$ cat src/rtl/histo_readout_if.sv
`default_nettype none
// ---------------------------------------------------------------------------
// histo_readout_if : byte stream (valid/ready) from the histogram readout
// Rev 1.0
// ---------------------------------------------------------------------------
interface histo_readout_if;
  logic [7:0] tx_data;
  logic       tx_valid;
  logic       tx_ready;

  modport master (output tx_data, output tx_valid, input tx_ready);
  modport slave  (input tx_data, input tx_valid, output tx_ready);
endinterface
`default_nettype wire

$ cat src/rtl/histo_readout.sv
`default_nettype none
// ---------------------------------------------------------------------------
// histo_readout : walks channels 0..limit-1 and streams 33 bytes per channel
// Optional macro HISTO_CLEAR_ON_READ_EN adds a one-cycle resethist per channel.
// Rev 1.0
// ---------------------------------------------------------------------------
module histo_readout #(
  parameter int NCH    = 64,
  parameter int SETTLE = 3
) (
  input  wire logic         clk,
  input  wire logic         nrst,
  input  wire logic         start,
  input  wire logic         abort,
  input  wire logic [7:0]   nchan,
  input  wire logic [255:0] histos_in,
  output logic [7:0]        histostosend,
  output logic              resethist,
  histo_readout_if.master   tx,
  output logic              busy,
  output logic              done
);

  localparam logic [7:0] c_NCH         = 8'(NCH);
  localparam logic [7:0] c_SETTLE_LAST = 8'(SETTLE - 1);
  localparam logic [5:0] c_LAST_BYTE   = 6'd32;

  typedef enum logic [2:0] {
    S_IDLE,
    S_SELECT,
    S_SETTLE,
    S_CAPTURE,
    S_SEND,
`ifdef HISTO_CLEAR_ON_READ_EN
    S_CLEAR,
`endif
    S_NEXT,
    S_FINISH
  } state_t;

  state_t         r_state,  w_state_nx;
  logic [7:0]     r_limit,  w_limit_nx;
  logic [7:0]     r_chan,   w_chan_nx;
  logic [5:0]     r_byte,   w_byte_nx;
  logic [7:0]     r_settle, w_settle_nx;
  logic [255:0]   r_shadow, w_shadow_nx;
  logic [7:0]     r_tx_data, w_tx_data_nx;
  logic           r_tx_valid, w_tx_valid_nx;
  logic [7:0]     r_hts,    w_hts_nx;
  logic           r_busy,   w_busy_nx;
  logic           r_done,   w_done_nx;
  logic           r_resethist, w_resethist_nx;
  logic [8:0]     w_chan_inc;

  assign w_chan_inc = {1'b0, r_chan} + 9'd1;

  always_comb begin
    w_state_nx     = r_state;
    w_limit_nx     = r_limit;
    w_chan_nx      = r_chan;
    w_byte_nx      = r_byte;
    w_settle_nx    = r_settle;
    w_shadow_nx    = r_shadow;
    w_tx_data_nx   = r_tx_data;
    w_tx_valid_nx  = r_tx_valid;
    w_hts_nx       = r_hts;
    w_busy_nx      = r_busy;
    w_done_nx      = 1'b0;
    w_resethist_nx = 1'b0;

    case (r_state)
      S_IDLE: begin
        if (start && !abort) begin
          w_limit_nx = (nchan > c_NCH) ? c_NCH : nchan;
          w_chan_nx  = 8'd0;
          w_busy_nx  = 1'b1;
          w_state_nx = (nchan == 8'd0) ? S_FINISH : S_SELECT;
        end
      end
      S_SELECT: begin
        w_hts_nx    = r_chan;
        w_settle_nx = 8'd0;
        w_state_nx  = S_SETTLE;
      end
      S_SETTLE: begin
        if (r_settle == c_SETTLE_LAST) begin
          w_state_nx = S_CAPTURE;
        end else begin
          w_settle_nx = r_settle + 8'd1;
        end
      end
      S_CAPTURE: begin
        // Channel index goes out first, straight from the counter.
        w_shadow_nx   = histos_in;
        w_byte_nx     = 6'd0;
        w_tx_data_nx  = r_chan;
        w_tx_valid_nx = 1'b1;
        w_state_nx    = S_SEND;
      end
      S_SEND: begin
        if (tx.tx_ready) begin
          if (r_byte == c_LAST_BYTE) begin
            w_tx_valid_nx = 1'b0;
`ifdef HISTO_CLEAR_ON_READ_EN
            w_resethist_nx = 1'b1;
            w_state_nx     = S_CLEAR;
`else
            w_state_nx     = S_NEXT;
`endif
          end else begin
            // Byte k+1 is shadow byte k: words are already little-endian in the flat vector.
            w_byte_nx    = r_byte + 6'd1;
            w_tx_data_nx = r_shadow[{r_byte[4:0], 3'b000} +: 8];
          end
        end
      end
`ifdef HISTO_CLEAR_ON_READ_EN
      S_CLEAR: begin
        w_state_nx = S_NEXT;
      end
`endif
      S_NEXT: begin
        w_chan_nx  = w_chan_inc[7:0];
        w_state_nx = (w_chan_inc < {1'b0, r_limit}) ? S_SELECT : S_FINISH;
      end
      S_FINISH: begin
        w_done_nx  = 1'b1;
        w_busy_nx  = 1'b0;
        w_state_nx = S_IDLE;
      end
      default: begin
        w_state_nx = S_IDLE;
      end
    endcase

    if (abort && (r_state != S_IDLE) && (r_state != S_FINISH)) begin
      w_tx_valid_nx  = 1'b0;
      w_resethist_nx = 1'b0;
      w_state_nx     = S_FINISH;
    end
  end

  always_ff @(posedge clk or negedge nrst) begin
    if (!nrst) begin
      r_state     <= S_IDLE;
      r_limit     <= 8'd0;
      r_chan      <= 8'd0;
      r_byte      <= 6'd0;
      r_settle    <= 8'd0;
      r_shadow    <= '0;
      r_tx_data   <= 8'd0;
      r_tx_valid  <= 1'b0;
      r_hts       <= 8'd0;
      r_busy      <= 1'b0;
      r_done      <= 1'b0;
      r_resethist <= 1'b0;
    end else begin
      r_state     <= w_state_nx;
      r_limit     <= w_limit_nx;
      r_chan      <= w_chan_nx;
      r_byte      <= w_byte_nx;
      r_settle    <= w_settle_nx;
      r_shadow    <= w_shadow_nx;
      r_tx_data   <= w_tx_data_nx;
      r_tx_valid  <= w_tx_valid_nx;
      r_hts       <= w_hts_nx;
      r_busy      <= w_busy_nx;
      r_done      <= w_done_nx;
      r_resethist <= w_resethist_nx;
    end
  end

  assign histostosend = r_hts;
  assign tx.tx_data   = r_tx_data;
  assign tx.tx_valid  = r_tx_valid;
  assign busy         = r_busy;
  assign done         = r_done;
`ifdef HISTO_CLEAR_ON_READ_EN
  assign resethist    = r_resethist;
`else
  assign resethist    = 1'b0;
`endif

endmodule
`default_nettype wire

$ cat src/flat_wrapper.sv
// flat-port wrapper written by rule: the top's interface ports become plain ports
module histo_readout_flat 
#(
  parameter int NCH    = 64,
  parameter int SETTLE = 3
)
  (clk, nrst, start, abort, nchan, histos_in, histostosend, resethist, busy, done, tx_tx_data, tx_tx_valid, tx_tx_ready);
  histo_readout_if tx_i ();
  input  wire logic clk;
  input  wire logic nrst;
  input  wire logic start;
  input  wire logic abort;
  input  wire logic [7:0] nchan;
  input  wire logic [255:0] histos_in;
  output logic [7:0] histostosend;
  output logic resethist;
  output logic busy;
  output logic done;
  output wire logic [$bits(tx_i.tx_data)-1:0] tx_tx_data;
  output wire logic [$bits(tx_i.tx_valid)-1:0] tx_tx_valid;
  input wire logic [$bits(tx_i.tx_ready)-1:0] tx_tx_ready;
  assign tx_tx_data = tx_i.tx_data;
  assign tx_tx_valid = tx_i.tx_valid;
  assign tx_i.tx_ready = tx_tx_ready;
  histo_readout #(.NCH(NCH), .SETTLE(SETTLE)) u_core (.clk(clk), .nrst(nrst), .start(start), .abort(abort), .nchan(nchan), .histos_in(histos_in), .histostosend(histostosend), .resethist(resethist), .tx(tx_i), .busy(busy), .done(done));
endmodule
$ cat config.mk
export PLATFORM = sky130hd
export DESIGN_NAME = histo_readout_flat
export DESIGN_NICKNAME = d
export VERILOG_FILES = /design/src/rtl/histo_readout_if.sv /design/src/rtl/histo_readout.sv /design/src/flat_wrapper.sv
export SDC_FILE = /design/constraint.sdc
export NUM_CORES = 1
export LEC_CHECK = 0
export BUFFER_PORTS_ARGS = -buffer_cell sky130_fd_sc_hd__buf_2
export CAP_MARGIN = 15
export CORE_UTILIZATION = 55
export DETAILED_ROUTE_END_ITERATION = 8
export PLACE_DENSITY = 0.8
export SLEW_MARGIN = 20
export SYNTH_ARGS = -nofsm -noshare
export SYNTH_HDL_FRONTEND = slang
export SYNTH_SLANG_ARGS = --single-unit
$ cat constraint.sdc
create_clock -name clk -period 3 [get_ports clk]
set_clock_uncertainty 0.2 [all_clocks]
set_input_delay 0.15 -clock clk [delete_from_list [all_inputs] [get_ports clk]]
set_output_delay 0.15 -clock clk [all_outputs]
set_load 0.01 [all_outputs]
# Word-level counts from Yosys, hierarchy flattened
# Index checks and enable logic that the tools add are counted.
# op_classes
n_addsub	3
magnitude_cmp	2
eq_ne	17
shift	1
n_mux	26
reduce_logical	19
# op_table
op	n
indexed part select 256 x 9 -> 8 bit	1
case mux 8 bit (2 select lines)	3
2-to-1 mux 8 bit	5
2-to-1 mux 3 bit	7
case mux 3 bit (6 select lines)	1
2-to-1 mux 6 bit	2
case mux 6 bit (2 select lines)	1
adder 8 x 1 -> 9 bit, second input constant	1
== test 3 bit, second input constant	3
< comparator 9 x 8 -> 1 bit	1
inequality test 3 x 1 -> 1 bit, second input constant	3
adder 8 x 1 -> 8 bit, second input constant	1
== test 8 x 2 -> 1 bit, second input constant	1
> comparator 8 x 7 -> 1 bit, second input constant	1
logical NOT 8 bit	1
AND reduction 2 bit	4
nonzero test 2 bit	4
adder 6 x 1 -> 6 bit, second input constant	1
== test 3 x 2 -> 1 bit, second input constant	2
== test 6 bit, second input constant	1
inequality test 2 bit, second input constant	3
AND reduction 3 bit	2
nonzero test 3 bit	2
2-to-1 mux 1 bit	5
9 further kinds	12
# word_totals
ff_bits	308
input_bits	269

# Depth between registers and ports, before layout
# Gate-level depths: netlist (run 1).
# depth
word_depth	5
depth_mapped	11

# Worst setup path before layout (run 1)
# No wires, ideal clock.
# synth_timing
path_kind	reg-to-reg
start	reg u_core.r_chan[2]
end	reg u_core.r_state[2]
setup_time_ps	66
arrival_ps	2195
t_required_ps	2734
path_slack_ps	539
stages_incl_launch_ff	11
synth_period_minus_slack_ps	2461
cell_sequence	dfrtp_1 > clkbuf_1 > and3_1 > and3_1 > nand3_1 > xnor2_1 > ha_1 > nand2_1 > a2111o_1 > a41oi_1 > o31a_1
# synth_between
elab_chain_cells	5
# synth_lines
element	line	text
start: declaration	histo_readout.sv:43	logic [7:0] r_chan, w_chan_nx;
start signal: assignment	histo_readout.sv:160	r_chan <= w_chan_nx;
adder 8 x 1 -> 9 bit	histo_readout.sv:55	assign w_chan_inc = {1'b0, r_chan} + 9'd1;
< comparator 9 x 8 -> 1 bit	histo_readout.sv:124	w_state_nx = (w_chan_inc < {1'b0, r_limit}) ? S_SELECT : S_FINISH;
2-to-1 mux 3 bit	histo_readout.sv:124	
case mux 3 bit (6 select lines)	histo_readout.sv:71	case (r_state)
2-to-1 mux 3 bit	histo_readout.sv:136	if (abort && (r_state != S_IDLE) && (r_state != S_FINISH)) begin
end signal: assignment	histo_readout.sv:158	r_state <= w_state_nx;
end: declaration	histo_readout.sv:41	state_t r_state, w_state_nx;
# No other way between the ends.
# A chain may end at the register's enable or synchronous reset.

# Final worst setup path (run 1)
# Ends and elaborated chain as after synthesis.

==> results of run 1 <==
-- worst max-delay path by stage --
| stage | start | end | depth (start not counted) |
|---|---|---|---|
| after floorplan | u_core.r_chan[2] | u_core.r_state[2] | 10 |
| after global placement | u_core.r_chan[2] | u_core.r_state[2] | 9 |
| after detailed placement | u_core.r_chan[2] | u_core.r_state[2] | 9 |
| after CTS | u_core.r_chan[2] | u_core.r_state[2] | 9 |
| after global routing | u_core.r_chan[2] | u_core.r_state[1] | 10 |
| final | u_core.r_chan[2] | u_core.r_state[2] | 9 |
-- stage by stage --
stage	utilization (%)	setup slack (ns)	instances	total power [mW]	hold slack, ns
after floorplan	-	0.5388	1530	11.89	-0.3456
after global placement	63.58	0.4702	2080	13.73	0.003267
after detailed placement	63.58	0.3921	2080	14.05	0.003874
after CTS	78.27	0.3816	2411	18.11	0.02420
after global routing	78.29	0.2375	2413	19.78	0.06489
final	78.31	0.3693	2415	18.79	-0.004999
-- layer usage --
metal	global-route usage, %	vias to the layer above	wire, um
met2	64.48	1108	24770
met1	49.81	6739	18320
met3	12.93	341	5640
met5	0	-	40
li1	-	6027	-
met4	25.80	6	3856
-- cell type report --
cell class	count	area, um^2
inverters	14	52.55
repair buffers	589	4529
clock buffers	50	917.1
multi-input cells	1115	6202
clock inverters	5	52.55
well taps	330	412.9
fillers	1452	5509
flip-flops and latches	308	7714
diodes	4	10.01
-- cells in the final DEF, fill, tap and decap left out, types with 7 or more instances in the layout --
cell type        n
a21oi_1         13
and3_1           7
buf_12          10
buf_2          286
buf_4           16
clkbuf_1        12
clkbuf_16       31
clkbuf_8         7
dfrtp_1        305
dlygate4sd3_1  276
ha_1            12
inv_1           13
mux2_2          13
mux2i_1         18
mux4_2          57
nand2_1        812
nand2b_1         8
nand3_1         15
nor2_1          30
nor2b_1          7
o21ai_0         16
o21ai_1          9
o221ai_1         7
xor2_1          11
-- worst max-delay path: stages, from the launching register on --
cell and delay, ns:
dfrtp_1 0.48, and3_1 0.24, and3_1 0.23, nand3_1 0.11
xnor2_1 0.17, ha_1 0.31, nand2_1 0.08, a2111o_1 0.40
a41oi_1 0.20, o31a_1 0.14
-- registers in the layout, summed over array words and instances (netlist names) --
signal and cells:
u_core.r_chan 8, u_core.r_limit 8, u_core.done 1, u_core.tx.tx_valid 1, u_core.r_state 3, u_core.r_shadow 256
u_core.r_byte 6, u_core.r_settle 8, u_core.busy 1, u_core.histostosend 8, u_core.tx.tx_data 8
-- cell families (layout without fill, tap and decap cells) --
group           Yosys count  count (layout)
other cells               1               5
simple gates            907             907
fa+ha+maj                12              12
buf+inv                 107             658
mux                      91              91
xor+xnor                 15              15
compound gates           89              89
flops                   308             308
-- report_power, final --
group	leakage [nW]	switching, mW	internal (mW)	total (mW)
logic	5.80	4.16	3.23	7.40
clock network	0.473	1.65	2.16	3.81
registers	3.80	1.45	6.14	7.59
-- cell usage after synthesis, drive strengths merged, types with 2 or more instances --
master     n  area (um^2)
nand3     16        85.08
a22oi      4        30.03
and3       7        43.79
xnor2      4        35.03
a22o       2        17.52
a221oi     2        35.04
dfrtp    308         7707
nor2      30        112.6
or3        4        30.03
and2       2        12.51
a211oi     2        15.01
o221ai     7        61.31
nor2b      7        43.79
nor3       7        40.04
inv       14        52.55
o21a       3        22.52
xor2      11        96.34
nand4      4        25.02
mux2i     18        180.2
mux2      13        146.4
a21boi     2        15.02
a31oi      3        18.77
mux4      60         1363
a21bo      2        20.02
clkbuf    56        210.2
a2bb2oi    2        17.52
ha        12        150.1
a32oi      4        35.03
o21ai     25        125.1
buf       37        216.5
nor4       2        12.51
o22ai      6        37.54
a21oi     13        65.06
nand2    813         3052
nor3b      4        46.29
o31ai      2        15.01
nand2b     8        50.05
==> impl_metrics.toml, run 1 <==
[run_status]
status = "finished, violations left"
violations = "negative hold slack"

[drt]
route.detailed.drc = 0
drtPass1Iterations = 7
detail_route.wl_per_cell_um = 21.79
ant_nets = 0
drt-total-wl_um = 52630
avgViaCountPerCell = 5.889
num_vias = 14220
drt_iter0_drc = 1928

[synthesis]
postSynthRegisterBits = 308
synthFlopType = "dfrtp_1"
synth_top_family_by_area = "simple AND/OR/NAND/NOR gates"
netlist_area_um2 = 14380
synth_fa_ha_area_share_pct = 1.044
syn_nets = 1811
synth_cell_types = 64
ys_seq_area_share_pct = 53.60
synth-edff-count = 0
synthSimpleGateAreaFrac_pct = 24.88
syn_avg_cell_area_um2 = 9.398
async_flop_share_pct = 100.0
muxShareOfSynthArea_pct = 11.75
syn-instance-count = 1530
synth_warnings = 0
synth-xor-area-share_pct = 0.9137
synth_compound_area_share_pct = 4.455

[finish]
nNetsFinal = 2340
layout-drive-gt1-share_pct = 21.19
final_area_um2 = 19890
area_growth_pct = 38.33

[grt]
grt_pass1_vias = 14690
grt-ovfl-total = 0
grt_pass1_wl_um = 81790
antenna_found_initial = 7
grt_max_degree = 185
grt_use_total_pct = 41.20

[floorplan]
start_util_pct = 56.61
die_h_um = 163.7
fp.dieArea_um2 = 26790
die_w_um = 163.7
rows = 58
core-area_um2 = 25400
ios = 289

[flow_run]
drv_cap = 0

[worst_setup_path]
endpoint_kind = "register"
path_class = "register to register"
cp.arrival_ns = 2.92
crit_required_ns = 3.29
critical_path_peak_fanout = 8
reg2reg_slack_ns = 0.37
rr_worst_depth = 9
r2r_start = "u_core.r_chan[2]"
worstReg2RegEnd = "u_core.r_state[2]"
cp-start-kind = "register"

[timing]
setup-tns-final_ns = 0
fin_hold_ws_ns = -0.004999
tightest_slew_ns = 0.7704
clock.fmax_ghz = 0.3801
fin_crit_sh_pct = 87.69
drv_slew = 0
hold_viol = 1
grt_setup_unrepaired = "no"
relSlewSlack_pct = 48.64
fin_crit_ns = 2.631
setup_violations = 0

[pwr]
p_leak_nw = 10.08
p_per_area_nw_per_um2 = 944.8
max-vdd-ir-drop_uv = 555.8

[clock_network]
clock-root-buffer = "clkbuf_16"
clock_path_buffers = 3
ctsResizeCount = 0
clk_latency_ns = 0.56
cts_buffers = 31
clock_sinks = 308
cts_max_level = 1
clk_pin_slew_ns = 0.07
post_cts_buffers = 0
holdBufCountCts = 276
cts_tree = "yes"

[hold_path]
hold_class = "input pin to async pin"

[placement]
gp_congestion = 0.8762
hpwl_um = 27320
placed_cell_area_um2 = 16150
portBuffers = 287
(Power assumes the default switching activity.)
==> run 2, diff against run 1 <==
--- a/config.mk
+++ b/config.mk
@@ -7,9 +7,9 @@
 export LEC_CHECK = 0
 export BUFFER_PORTS_ARGS = -buffer_cell sky130_fd_sc_hd__buf_2
 export CAP_MARGIN = 15
-export CORE_UTILIZATION = 55
+export CORE_UTILIZATION = 50
 export DETAILED_ROUTE_END_ITERATION = 8
-export PLACE_DENSITY = 0.8
+export PLACE_DENSITY = 0.74
 export SLEW_MARGIN = 20
 export SYNTH_ARGS = -nofsm -noshare
 export SYNTH_HDL_FRONTEND = slang
==> constraint.sdc (replaced) <==
create_clock -name clk -period 2.5 [get_ports clk]
set_clock_uncertainty 0.2 [all_clocks]
set_input_delay 0.125 -clock clk [delete_from_list [all_inputs] [get_ports clk]]
set_output_delay 0.125 -clock clk [all_outputs]
set_load 0.01 [all_outputs]
==> run 2 against run 1 <==
Net effect:
- the flow now finishes without violations
- routed wire length down 6.5%
- combinational power up 19%
- sequential power up 17%
- global-route usage down 7.0 points
- count of clock-buffer cells in the layout down 7
- critical path type unchanged
- power up 20%
- sequential cell count unchanged
==> impl_metrics.toml, run 2 (synthesis gave the netlist of run 1 again) <==
[run_status]
status = "finished clean"

[grt]
grt_pass1_wl_um = 75440
grt_max_degree = 95
antenna_found_initial = 4
grt_pass1_vias = 13890
grt-ovfl-total = 0
grt_use_total_pct = 34.25

[finish]
nNetsFinal = 2353
fill_cells = 1912
finalNonFillerCells = 2482
layout_commonest_cell = "nand2_1"
layout-drive-gt1-share_pct = 22.70
largest_register_ffs = 256
top_register = "u_core.r_shadow"
final_cell_mix = "nand2_1 (811), dfrtp_1 (305), buf_2 (286)"
area_growth_pct = 40.69

[worst_setup_path]
path_cells = "and3_4 > and3_4 > nand3_2 > xnor2_2 > ha_1 > nand2_2 > a2bb2oi_2 > and3_4 > a21oi_1 > o22a_1"
cp-start-kind = "register"
crit_path_frequent_cell = "and3_4"
critical_path_peak_fanout = 4
path_class = "register to register"
endpoint_kind = "register"
crit_required_ns = 2.74
cp.arrival_ns = 2.59
slowest_delay_ns = 0.35
worst_path_max_delay_cell = "dfrtp_1"
crit_family = "simple AND/OR/NAND/NOR gates"
worst-path-buf-inv = 0

[pwr]
p_sw_mw = 8.377
p_per_area_nw_per_um2 = 1112
intPower_mw = 14.12
pwr-share-comb_pct = 39.2
p_sw_share_pct = 37.23
power_frac_clock_pct = 21.1
max-vdd-ir-drop_uv = 630.8
p_leak_nw = 10.22
seqPwrFrac_pct = 39.6

[floorplan]
die_h_um = 171.6
core-area_um2 = 28010
die_w_um = 171.6
fp.dieArea_um2 = 29440
start_util_pct = 51.33
rows = 61
ios = 289

[timing]
hold_viol = 0
tightest_slew_ns = 0.5077
drv_slew = 0
grt_setup_unrepaired = "no"
clock.fmax_ghz = 0.4255
fin_crit_sh_pct = 94.00
setup_violations = 0
setup-tns-final_ns = 0
fin_crit_ns = 2.350
relSlewSlack_pct = 66.06
fin_hold_ws_ns = 0.04283
setup_ws_ns = 0.1500

[clock_network]
clk_pin_slew_ns = 0.06
clk_latency_ns = 0.56
cts_max_level = 1
clock-root-buffer = "clkbuf_16"
cts_tree = "yes"
clock_sinks = 308
post_cts_buffers = 0
clock_path_buffers = 3
cts_buffers = 31

[hold_path]
hold_class = "input pin to async pin"

[drt]
num_vias = 13780
drtPass1Iterations = 7
avgViaCountPerCell = 5.552
ant_nets = 0
route.detailed.drc = 0
drt-total-wl_um = 49200
detail_route.wl_per_cell_um = 19.82
drt_iter0_drc = 1344

[placement]
portBuffers = 287
pre_cts_slack_ns = 0.09725
gp_congestion = 0.9117
hpwl_um = 27980
dp_cells = 2142

[flow_run]
drv_cap = 0
==> run 2: cell count changes in the layout (fill, tap and decap cells not counted), moves of 3 or more <==
cell,delta
and3_1,-3
buf_12,+3
clkinv_2,+6
clkbuf_1,-9
buf_4,+11
and3_4,+3
diode_2,+3
==> run 2: routing by layer <==
metal  GRT usage (%)  share of wire, %  wire, um  vias to the layer above
li1                -                 -         -                     6070
met2           54.81                48     23760                      801
met4           18.28               5.4      2658                        0
met5               0                 0         0                        -
met3           6.581               7.9      3904                      211
met1           44.29                38     18880                     6697
==> run 2: layout make-up <==
| class | instances | area (um^2) | share of cell area, % |
|---|---|---|---|
| repair buffers | 602 | 4679 | 23.13 |
| inverters | 14 | 52.55 | 0.2598 |
| clock inverters | 15 | 136.4 | 0.6742 |
| well taps | 378 | 473.0 | 2.338 |
| clock buffers | 43 | 910.9 | 4.503 |
| multi-input cells | 1115 | 6246 | 30.88 |
| diodes | 7 | 17.52 | 0.08659 |
| flip-flops and latches | 308 | 7714 | 38.13 |
==> run 2: final timing paths <==
check | depth (start not counted) | end | startpoint | slack (ns)
max in group asynchronous | 3 | u_core.histostosend[3] | nrst | 1.76
min in group clk | 4 | u_core.r_shadow[49] | histos_in[49] | 0.09
worst max register to register | 10 | u_core.r_state[1] | u_core.r_chan[2] | 0.15
worst min-delay path | 3 | u_core.r_shadow[102] | nrst | 0.04
worst max-delay path | 10 | u_core.r_state[1] | u_core.r_chan[2] | 0.15
worst min register to register | 2 | u_core.r_shadow[57] | u_core.r_shadow[57] | 0.27
==> run 2: metrics by stage <==
stage | total power, mW | cell area (um^2) | utilization [%]
floorplan | 14.26 | 14380 | -
global placement | 16.63 | 16350 | 58.37
detailed placement | 16.96 | 16350 | 58.37
CTS | 22.13 | 20170 | 72.00
global route | 23.85 | 20220 | 72.19
finish | 22.50 | 20230 | 72.22
==> run 2: tightest hold or removal path, delay by kind of cell <==
family / cells / cell delay [ns]
buffers and inverters: 3 / 1.03
==> run 2: repair_timing <==
item / in CTS / in global routing
endpoints found under the hold margin: 583 / 0
setup endpoints to repair: 0 / 3
hold buffers: 275 / 0
gates resized for setup: 0 / 9
==> run 2: power by group through the flow <==
| stage | clock network [mW] | logic [mW] | registers (mW) |
|---|---|---|---|
| after floorplan | 0 | 5.95 | 8.31 |
| final | 4.76 | 8.83 | 8.91 |
| after global placement | 0 | 7.93 | 8.70 |
| after global routing | 5.01 | 9.73 | 9.11 |
| after CTS | 4.79 | 8.56 | 8.77 |
| after detailed placement | 0 | 8.14 | 8.82 |
